### src/rtl/icpit_pkg.sv
// ============================================================================
// Module   : icpit_pkg
// Purpose  : Register map, claim-word layout and control-register type for
//            the ICPIT interrupt controller.
// Revision : 1.0 - initial release
// ============================================================================
`default_nettype none

package icpit_pkg;

  localparam logic [7:0] MASK_OFF   = 8'h00;
  localparam logic [7:0] PEND_OFF   = 8'h04;
  localparam logic [7:0] CTRL_OFF   = 8'h08;
  localparam logic [7:0] CLAIM_OFF  = 8'h0C;
  localparam logic [7:0] EOI_OFF    = 8'h10;
  localparam logic [7:0] INSERV_OFF = 8'h14;

  localparam int CLAIM_VALID_BIT = 31;

  typedef struct packed {
    logic rotate;
  } ctrl_t;

endpackage

`default_nettype wire

### src/rtl/icpit_prio_arb.sv
// ============================================================================
// Module   : icpit_prio_arb
// Purpose  : Combinational find-first-set arbiter, scanning upward from a
//            start pointer with wrap (rotate=1) or from index 0 (rotate=0).
// Revision : 1.0 - initial release
// ============================================================================
`default_nettype none

module icpit_prio_arb #(
  parameter int NUM_IRQ = 8,
  parameter int ID_W    = $clog2(NUM_IRQ)
) (
  input  logic [NUM_IRQ-1:0] req,
  input  logic [ID_W-1:0]    ptr,
  input  logic               rotate,
  output logic               valid,
  output logic [ID_W-1:0]    id
);

  logic [ID_W-1:0]    w_base;
  logic [NUM_IRQ-1:0] w_win;
  logic [NUM_IRQ-1:0] w_lsb;
  logic [ID_W-1:0]    w_acc [0:NUM_IRQ];
  logic [ID_W:0]      w_sum;

  assign w_base = rotate ? ptr : '0;

  // Rotate the request vector so the start pointer lands on bit 0, then
  // isolate the lowest set bit; its offset is added back to the pointer.
  assign w_win = NUM_IRQ'({req, req} >> w_base);
  assign w_lsb = w_win & (~w_win + NUM_IRQ'(1));

  assign w_acc[0] = '0;
  for (genvar j = 0; j < NUM_IRQ; j++) begin : g_enc
    assign w_acc[j+1] = w_acc[j] | (w_lsb[j] ? ID_W'(j) : '0);
  end

  assign w_sum = {1'b0, w_base} + {1'b0, w_acc[NUM_IRQ]};
  assign id    = (w_sum >= (ID_W+1)'(NUM_IRQ)) ? ID_W'(w_sum - (ID_W+1)'(NUM_IRQ))
                                               : w_sum[ID_W-1:0];
  assign valid = |req;

endmodule

`default_nettype wire

### src/rtl/icpit_irq_ctrl.sv
// ============================================================================
// Module   : icpit_irq_ctrl
// Purpose  : APB interrupt controller: synchronised edge capture, mask,
//            fixed/rotating priority, claim/EOI servicing, single CPU IRQ.
// Revision : 1.0 - initial release
// ============================================================================
`default_nettype none

module icpit_irq_ctrl
  import icpit_pkg::*;
#(
  parameter int NUM_IRQ = 8,
  parameter int ADDR_W  = 8
) (
  input  logic               PCLK,
  input  logic               PRESETN,
  input  logic [ADDR_W-1:0]  PADDR,
  input  logic               PSEL,
  input  logic               PENABLE,
  input  logic               PWRITE,
  input  logic [31:0]        PWDATA,
  output logic [31:0]        PRDATA,
  output logic               PREADY,
  input  logic [NUM_IRQ-1:0] IREQ,
  output logic               IRQ
);

  localparam int ID_W = $clog2(NUM_IRQ);

  localparam logic [ADDR_W-1:0] c_a_mask   = ADDR_W'(MASK_OFF);
  localparam logic [ADDR_W-1:0] c_a_pend   = ADDR_W'(PEND_OFF);
  localparam logic [ADDR_W-1:0] c_a_ctrl   = ADDR_W'(CTRL_OFF);
  localparam logic [ADDR_W-1:0] c_a_claim  = ADDR_W'(CLAIM_OFF);
  localparam logic [ADDR_W-1:0] c_a_eoi    = ADDR_W'(EOI_OFF);
  localparam logic [ADDR_W-1:0] c_a_inserv = ADDR_W'(INSERV_OFF);

  logic [NUM_IRQ-1:0] r_sync1, r_sync2, r_edge;
  logic [NUM_IRQ-1:0] r_mask, r_pend, r_inserv;
  ctrl_t              r_ctrl;
  logic [ID_W-1:0]    r_rr_ptr;
  logic               r_irq;

  logic [ADDR_W-1:0]  w_addr;
  logic               w_wr, w_rd, w_claim, w_eoi_ok;
  logic [NUM_IRQ-1:0] w_rise, w_elig;
  logic               w_win_valid;
  logic [ID_W-1:0]    w_win_id, w_eoi_id, w_eoi_next;
  logic [ID_W:0]      w_eoi_inc;
  logic [NUM_IRQ-1:0] w_mask_n, w_pend_n, w_inserv_n;
  ctrl_t              w_ctrl_n;
  logic [ID_W-1:0]    w_ptr_n;
  logic               w_irq_n;
  logic               w_unused;

  assign w_addr   = {PADDR[ADDR_W-1:2], 2'b00};
  assign w_wr     = PSEL & PENABLE & PWRITE;
  assign w_rd     = PSEL & PENABLE & ~PWRITE;
  assign w_rise   = r_sync2 & ~r_edge;
  assign w_elig   = r_pend & r_mask;
  assign PREADY   = 1'b1;
  assign IRQ      = r_irq;
  assign w_unused = &{1'b0, PADDR[1:0], PWDATA};

  icpit_prio_arb #(
    .NUM_IRQ (NUM_IRQ),
    .ID_W    (ID_W)
  ) u_arb (
    .req    (w_elig),
    .ptr    (r_rr_ptr),
    .rotate (r_ctrl.rotate),
    .valid  (w_win_valid),
    .id     (w_win_id)
  );

  assign w_claim    = w_rd && (w_addr == c_a_claim) && (r_inserv == '0) && w_win_valid;
  assign w_eoi_id   = PWDATA[ID_W-1:0];
  assign w_eoi_ok   = ({1'b0, w_eoi_id} < (ID_W+1)'(NUM_IRQ)) && r_inserv[w_eoi_id];
  assign w_eoi_inc  = {1'b0, w_eoi_id} + (ID_W+1)'(1);
  assign w_eoi_next = (w_eoi_inc == (ID_W+1)'(NUM_IRQ)) ? '0 : w_eoi_inc[ID_W-1:0];

  always_comb begin
    w_mask_n   = r_mask;
    w_pend_n   = r_pend;
    w_inserv_n = r_inserv;
    w_ctrl_n   = r_ctrl;
    w_ptr_n    = r_rr_ptr;
    if (w_wr) begin
      case (w_addr)
        c_a_mask: w_mask_n = PWDATA[NUM_IRQ-1:0];
        c_a_pend: w_pend_n = r_pend & ~PWDATA[NUM_IRQ-1:0];
        c_a_ctrl: w_ctrl_n.rotate = PWDATA[0];
        c_a_eoi: begin
          if (w_eoi_ok) begin
            w_inserv_n[w_eoi_id] = 1'b0;
            if (r_ctrl.rotate) w_ptr_n = w_eoi_next;
          end
        end
        default: ;
      endcase
    end
    if (w_claim) begin
      w_pend_n[w_win_id]   = 1'b0;
      w_inserv_n[w_win_id] = 1'b1;
    end
    // New edges are merged last so they survive a same-cycle W1C or claim.
    w_pend_n = w_pend_n | w_rise;
  end

  assign w_irq_n = (|(w_pend_n & w_mask_n)) && (w_inserv_n == '0);

  always_ff @(posedge PCLK or negedge PRESETN) begin
    if (!PRESETN) begin
      r_sync1  <= '0;
      r_sync2  <= '0;
      r_edge   <= '0;
      r_mask   <= '0;
      r_pend   <= '0;
      r_inserv <= '0;
      r_ctrl   <= '0;
      r_rr_ptr <= '0;
      r_irq    <= 1'b0;
    end else begin
      r_sync1  <= IREQ;
      r_sync2  <= r_sync1;
      r_edge   <= r_sync2;
      r_mask   <= w_mask_n;
      r_pend   <= w_pend_n;
      r_inserv <= w_inserv_n;
      r_ctrl   <= w_ctrl_n;
      r_rr_ptr <= w_ptr_n;
      r_irq    <= w_irq_n;
    end
  end

  always_comb begin
    PRDATA = '0;
    if (w_rd) begin
      case (w_addr)
        c_a_mask:   PRDATA = 32'(r_mask);
        c_a_pend:   PRDATA = 32'(r_pend);
        c_a_ctrl:   PRDATA = {31'b0, r_ctrl.rotate};
        c_a_inserv: PRDATA = 32'(r_inserv);
        c_a_claim: begin
          if ((r_inserv == '0) && w_win_valid) begin
            PRDATA[CLAIM_VALID_BIT] = 1'b1;
            PRDATA[ID_W-1:0]        = w_win_id;
          end
        end
        default: ;
      endcase
    end
  end

endmodule

`default_nettype wire

### config.mk
export PLATFORM = sky130hd
export DESIGN_NAME = icpit_irq_ctrl
export DESIGN_NICKNAME = d
export VERILOG_FILES = /design/src/rtl/icpit_pkg.sv /design/src/rtl/icpit_prio_arb.sv /design/src/rtl/icpit_irq_ctrl.sv
export SDC_FILE = /design/constraint.sdc
export NUM_CORES = 1
export LEC_CHECK = 0
export CAP_MARGIN = 40
export CORE_MARGIN = 3
export CORE_UTILIZATION = 53
export CTS_CLUSTER_DIAMETER = 80
export CTS_CLUSTER_SIZE = 28
export DETAILED_ROUTE_END_ITERATION = 12
export HOLD_SLACK_MARGIN = 0.02
export PLACE_DENSITY = 0.95
export SLEW_MARGIN = 20
export SYNTH_ARGS = -nofsm -noshare
export SYNTH_HDL_FRONTEND = slang
export SYNTH_SLANG_ARGS = --single-unit
export TNS_END_PERCENT = 30
### constraint.sdc
create_clock -name PCLK -period 10.1 [get_ports PCLK]
set_clock_uncertainty 0.05 [all_clocks]
set_input_delay 2.02 -clock PCLK [delete_from_list [all_inputs] [get_ports PCLK]]
set_output_delay 2.02 -clock PCLK [all_outputs]
set_load 0.02 [all_outputs]
* Yosys cells after proc, flatten, opt, wreduce, memory -nomap -nowiden
Cells that the tools add are included.
** Word-level totals
- Flip-flop bits (word level) :: 53
- Word-level logic and storage cells :: 94
** Operators by class
- $add $sub $neg :: 4
- Magnitude comparators :: 5
- Equality and inequality tests :: 6
- Shift operators :: 1
- Mux-type cells :: 31
- Bitwise logic cells :: 24
- Reductions and logical operators :: 14
** Operators by type and width (count)
- 2-to-1 mux 8 bit :: 9
- AND 8 bit :: 7
- NOT 8 bit :: 5
- 2-to-1 mux 32 bit :: 1
- logical NOT 8 bit :: 3
- 2-to-1 mux 3 bit :: 8
- bitwise OR 3 bit :: 6
- bitwise OR 8 bit :: 2
- OR reduction 8 bit :: 2
- right shift 16 x 3 -> 8 bit :: 1
- one-hot mux 3 bit (5 select lines) :: 1
- one-hot mux 5 bit (3 select lines) :: 1
- equality test 6 x 2 -> 1 bit, second input constant :: 2
- equality test 6 x 3 -> 1 bit, second input constant :: 2
- adder 8 x 1 -> 8 bit, second input constant :: 1
- < comparator 3 x 4 -> 1 bit, second input constant :: 2
- logical AND 1 bit :: 7
- demux 1 bit (select 3 bit) :: 2
- equality test 6 x 1 -> 1 bit, second input constant :: 1
- >= comparator 3 x 1 -> 1 bit, second input constant :: 2
- 2-to-1 mux 1 bit :: 6
- adder 3 x 1 -> 4 bit, second input constant :: 1
- adder 3 x 3 -> 4 bit :: 1
- equality test 4 bit, second input constant :: 1
- 8 further kinds :: 11

* Depth between registers and ports, before layout
- Depth in word-level cells :: 26
- Gate-level depth with buffers :: 23
- Mapped depth without buffers :: 22

* Modules after synthesis
From an unflattened synthesis, not the netlist that was laid out.
** Second synthesis, totals
- Cells, all modules :: 350
- Area total of the unflattened synthesis :: 3497.1 um^2
** Modules (own cells, without submodules)
- icpit_irq_ctrl :: times used 1, cells each 265, area an instance 2721.4 um^2, seq. area each 1326.3 um^2
- icpit_prio_arb :: times used 1, cells each 85, area an instance 775.7 um^2, seq. area each 0.0 um^2

* Worst setup path after synthesis
No wires, ideal clock.
- Path kind :: input-to-output
- Start point :: input port PADDR[5]
- End point :: output port PRDATA[3]
- Arrival time :: 3673 ps
- Setup slack :: 4357 ps
- Stages :: 4
- Path buffers :: 0
- Path through :: or4_1 -> nor3_1 -> o21bai_1 -> nor2_1
** On the way
- Word-level cells in the longest chain between the ends :: 3
- Elaborated cells between the ends (all ways) :: 5
** Ends and longest elaborated chain
- from (decl) :: RTL line icpit_irq_ctrl.sv:17 : input logic [ADDR_W-1:0] PADDR,
- equality test 6 x 3 -> 1 bit (tied with other cells) :: RTL line icpit_irq_ctrl.sv:138 : case (w_addr)
- one-hot mux 5 bit (3 select lines) * :: RTL line icpit_irq_ctrl.sv:138
- 2-to-1 mux 32 bit * :: RTL line icpit_irq_ctrl.sv:137 : if (w_rd) begin
- to (decl) :: RTL line icpit_irq_ctrl.sv:22 : output logic [31:0] PRDATA,
Mark *: on every way between the ends. The rest lies on a longest branch, timed or not.

* Worst setup path after layout
- Start point :: register r_ctrl
- End point :: output port PRDATA[2]
** On the way
- Word-level cells in the longest chain between the ends :: 18
- Elaborated cells between the ends (all ways) :: 25
** Ends and longest elaborated chain
- from (decl) :: RTL line icpit_irq_ctrl.sv:39 : ctrl_t r_ctrl;
- from (signal assigned) :: RTL line icpit_irq_ctrl.sv:129 : r_ctrl <= w_ctrl_n;
- 2-to-1 mux 3 bit * :: RTL line icpit_prio_arb.sv:26 : assign w_base = rotate ? ptr : '0;
- right shift 16 x 3 -> 8 bit :: RTL line icpit_prio_arb.sv:30 : assign w_win = NUM_IRQ'({req, req} >> w_base);
- NOT 8 bit :: RTL line icpit_prio_arb.sv:31 : assign w_lsb = w_win & (~w_win + NUM_IRQ'(1));
- adder 8 x 1 -> 8 bit :: RTL line icpit_prio_arb.sv:31
- AND 8 bit :: RTL line icpit_prio_arb.sv:31
- 2-to-1 mux 1 bit / 2-to-1 mux 2 bit (equally long branches) :: RTL line icpit_prio_arb.sv:35 : assign w_acc[j+1] = w_acc[j] | (w_lsb[j] ? ID_W'(j) : '0);
- bitwise OR 3 bit (6 in a row) :: RTL line icpit_prio_arb.sv:35
- adder 3 x 3 -> 4 bit * :: RTL line icpit_prio_arb.sv:38 : assign w_sum = {1'b0, w_base} + {1'b0, w_acc[NUM_IRQ]};
- >= comparator 4 bit / subtractor 3 x 1 -> 3 bit (equally long branches) :: RTL line icpit_prio_arb.sv:39 : assign id = (w_sum >= (ID_W+1)'(NUM_IRQ)) ? ID_W'(w_sum - (ID_W+1)'(NUM_IRQ))
- 2-to-1 mux 3 bit * :: RTL line icpit_prio_arb.sv:39
- 2-to-1 mux 3 bit * :: RTL line icpit_irq_ctrl.sv:144 : if ((r_inserv == '0) && w_win_valid) begin
- one-hot mux 3 bit (5 select lines) * :: RTL line icpit_irq_ctrl.sv:138
- 2-to-1 mux 32 bit * :: RTL line icpit_irq_ctrl.sv:137
Marks and branches as above.

==> flow_summary.toml <==
[cts]
cts_made_buffers = 5
cts_hold_buffers = 0
clock-root-buffer = "clkbuf_8"
tritoncts = "built"
clock_sinks = 53
post-cts-setup-buffers = 0
clock_tree.buffer_depth = 2
htree_levels = 2
clk-insertion-delay-late_ns = 0.31
cts_resized = 0
clk_pin_slew_ns = 0.10

[critical_path]
cp_max_fo = 10
crit_path_end_kind = "primary output"
worst-setup-path-type = "flop to primary output"
critPathLaunchType = "flop"
rr_worst_depth = 19
timing.critical_path.required_ns = 8.03
timing.critical_path.arrival_ns = 5.22

[global_routing]
grt.met1_usage = 0.319
grt_first_pass_wirelength_um = 13900
grt_start_max_net_pins = 54
first_global_vias = 2745
track_usage = 0.242
use_met2 = 0.400
grt.busiest_layer = "met2"
global_route.overflow_total = 0
grt_util_met3 = 0.0417
antenna_found_initial = 0

[timing]
finalSetupViolCount = 0
timing_max_transition_violations_final = 0
transition_time_at_the_pin_with_the_least_slew_margin_ns = 0.665
timing.final.crit_period_ns = 7.29
grt_setup_unrepaired = "no"
highest_attainable_clock_frequency_ghz = 0.137
hold_viol = 0
finalSetupTns_ns = 0
max_slew_margin = 0.556
final.period_utilization = 0.721

[finish]
area_delta_synth_final_pct = 12.8
finish.instance_area_mm2 = 0.00376
post_route_cells_drive_above_1_share = 0.129
final_nets = 428
antenna_cells = 0

[pwr]
power.density_mw_per_mm2 = 116
total_switching_power_mw = 0.132
power.share.combinational = 0.189
power_switching_share = 0.303
power.share.sequential = 0.516
internal_power_mw = 0.303
ir_worst_vdd_mv = 0.129
leakage_nw = 1.56
share_clk_of_total_power = 0.295

[synthesis]
synth_top_area_cell = "dfrtp_1"
synth_area_leaders = "dfrtp_1 (40%), buf_4 (5.6%), mux4_2 (5.4%), mux2_2 (4.1%), nand2_1 (3.5%)"
synth.cells.most_frequent = "dfrtp_1 (53), nand2_1 (31), buf_4 (25)"
yosys.cell_count.top_type = "dfrtp_1"
synth-async-reset-ratio = 1.00
ys.flop_type = "dfrtp_1"
synth_edf_count = 0
synth_area_per_cell_um2 = 9.89
yosysWarnings = 0
seq_area_frac_synth = 0.398
synthDominantCellAreaShare = 0.398
synth.ff_latch_count = 53
synth_area_mm2 = 0.00333
synth_cells = 337
synth.distinct_cells = 61

[worst_hold_path]
hold_class = "flop to flop"
min_path_cells = 0

[route]
final_antenna_net_count = 0
finalWirelength_um = 8410
dr.first_iter.drc_count = 347
remaining_drc_errors = 0
wire_per_inst_um = 18.8
via_count = 2848
drt-vias-per-instance = 6.36
detail_route.first_pass.iterations = 7

[place]
post_dp_cell_area_mm2 = 0.00366
hpwl_um = 6490
gp_routability_congestion = 0.985
place.port_buffers = 36

[floorplanning]
initial_util = 0.557
die-height_um = 85.3
floorplan.io_pins = 87
dieArea_mm2 = 0.00728
core.rowCount = 28
fp.coreArea_mm2 = 0.00599
die_width_um = 85.3

[flow_run]
timing.max_cap.violations = 0

[run_status]
run_status = "finished clean"
## logic make-up (layout without fill, tap and decap cells)
kind of cell,after synthesis,count (layout),share of synthesized area
AOI/OAI and AO/OA,75,75,0.161
xor gates and xnor gates,3,3,0.00788
adders and majority gates,3,3,0.0135
buffers and inverters,45,59,0.0822
DFF,53,53,0.398
muxes,31,31,0.129
other,2,24,0.00225
and+or+nand+nor,125,125,0.207
## routing by layer
metal,vias to the layer above,part of all wire
li1,1275,-
met3,26,0.077
met2,159,0.49
met5,-,0
met4,0,0.036
met1,1388,0.40
## final timing paths
check / slack (ns) / start / end
worst max-delay path: 2.81 / r_ctrl$_DFFE_PN0P_ / PRDATA[2]
worst min-delay path: 0.31 / r_sync1[2]$_DFF_PN0_ / r_sync2[2]$_DFF_PN0_
worst max register to register: 5.09 / r_ctrl$_DFFE_PN0P_ / IRQ$_DFF_PN0_
worst min register to register: 0.31 / r_sync1[2]$_DFF_PN0_ / r_sync2[2]$_DFF_PN0_
max in group asynchronous: 7.80 / PRESETN / r_inserv[1]$_DFF_PN0_
min in group asynchronous: 1.76 / PRESETN / r_sync1[4]$_DFF_PN0_
## placed cells by master, fill, tap and decap left out, drive strengths merged, types with 3 or more instances in the layout
master,instances
dfrtp,53
clkdlybuf4s50,35
nand2,33
nor2,24
conb,24
o21ai,23
mux2,13
inv,13
mux2i,10
nor4,10
mux4,8
a21oi,8
and2,8
nand3,7
a222oi,7
o211ai,7
nand4,6
nand2b,6
nor3,5
nor2b,5
clkbuf,5
a21boi,5
buf,5
a21o,4
o221ai,3
o21a,3
xnor2,3
nand3b,3
o31a,3
nor4b,3
or2,3
or4,3
## metrics by stage
step	power, mW	util	worst slack, ns	instances	hold WS, ns
global placement	0.306	0.609	3.02	438	0.284
floorplan	0.288	-	4.36	359	0.281
global route	0.455	0.628	2.35	448	0.319
CTS	0.435	0.627	2.89	447	0.310
finish	0.435	0.628	2.81	448	0.307
detailed placement	0.309	0.611	2.99	439	0.285
## final cells by class
cell class                 count  area (µm²)
clock inverter                 3        28.8
clock buffer                   5        68.8
multi-input combinational    261        1820
tap                           75        93.8
fill                         479        2230
sequential                    53        1330
inverter                      11        43.8
timing repair buffer          40         383
## critical path, cell delays in order (launching register included)
cell and delay (ns):
dfrtp_1 0.54, nand2_4 0.15, inv_4 0.12, mux2i_1 0.41, and2_0 0.18, mux4_2 0.30, and3_1 0.18, nor3_1 0.06
nor2_1 0.09, nor2_1 0.05, nor2_1 0.09, ha_1 0.15, inv_1 0.05, fa_1 0.41, xnor2_1 0.46, o2111ai_2 0.30
and2_1 0.37, o21ai_0 0.20, and2_1 0.17, clkdlybuf4s50_1 0.61
## state kept, by name (all words and copies together), names as in the netlist
name,flops
IRQ,1
r_ctrl,1
r_edge,8
r_inserv,8
r_mask,8
r_pend,8
r_rr_ptr,3
r_sync1,8
r_sync2,8
## power by group through the flow
| stage | Clock (mW) | Sequential, mW | Combinational, mW |
|---|---|---|---|
| after global routing | 0.140 | 0.226 | 0.0896 |
| after CTS | 0.130 | 0.224 | 0.0809 |
| final | 0.128 | 0.224 | 0.0822 |
| after global placement | 0 | 0.228 | 0.0778 |
| after detailed placement | 0 | 0.229 | 0.0804 |
| after floorplan | 0 | 0.228 | 0.0590 |
(Power assumes the default switching activity.)
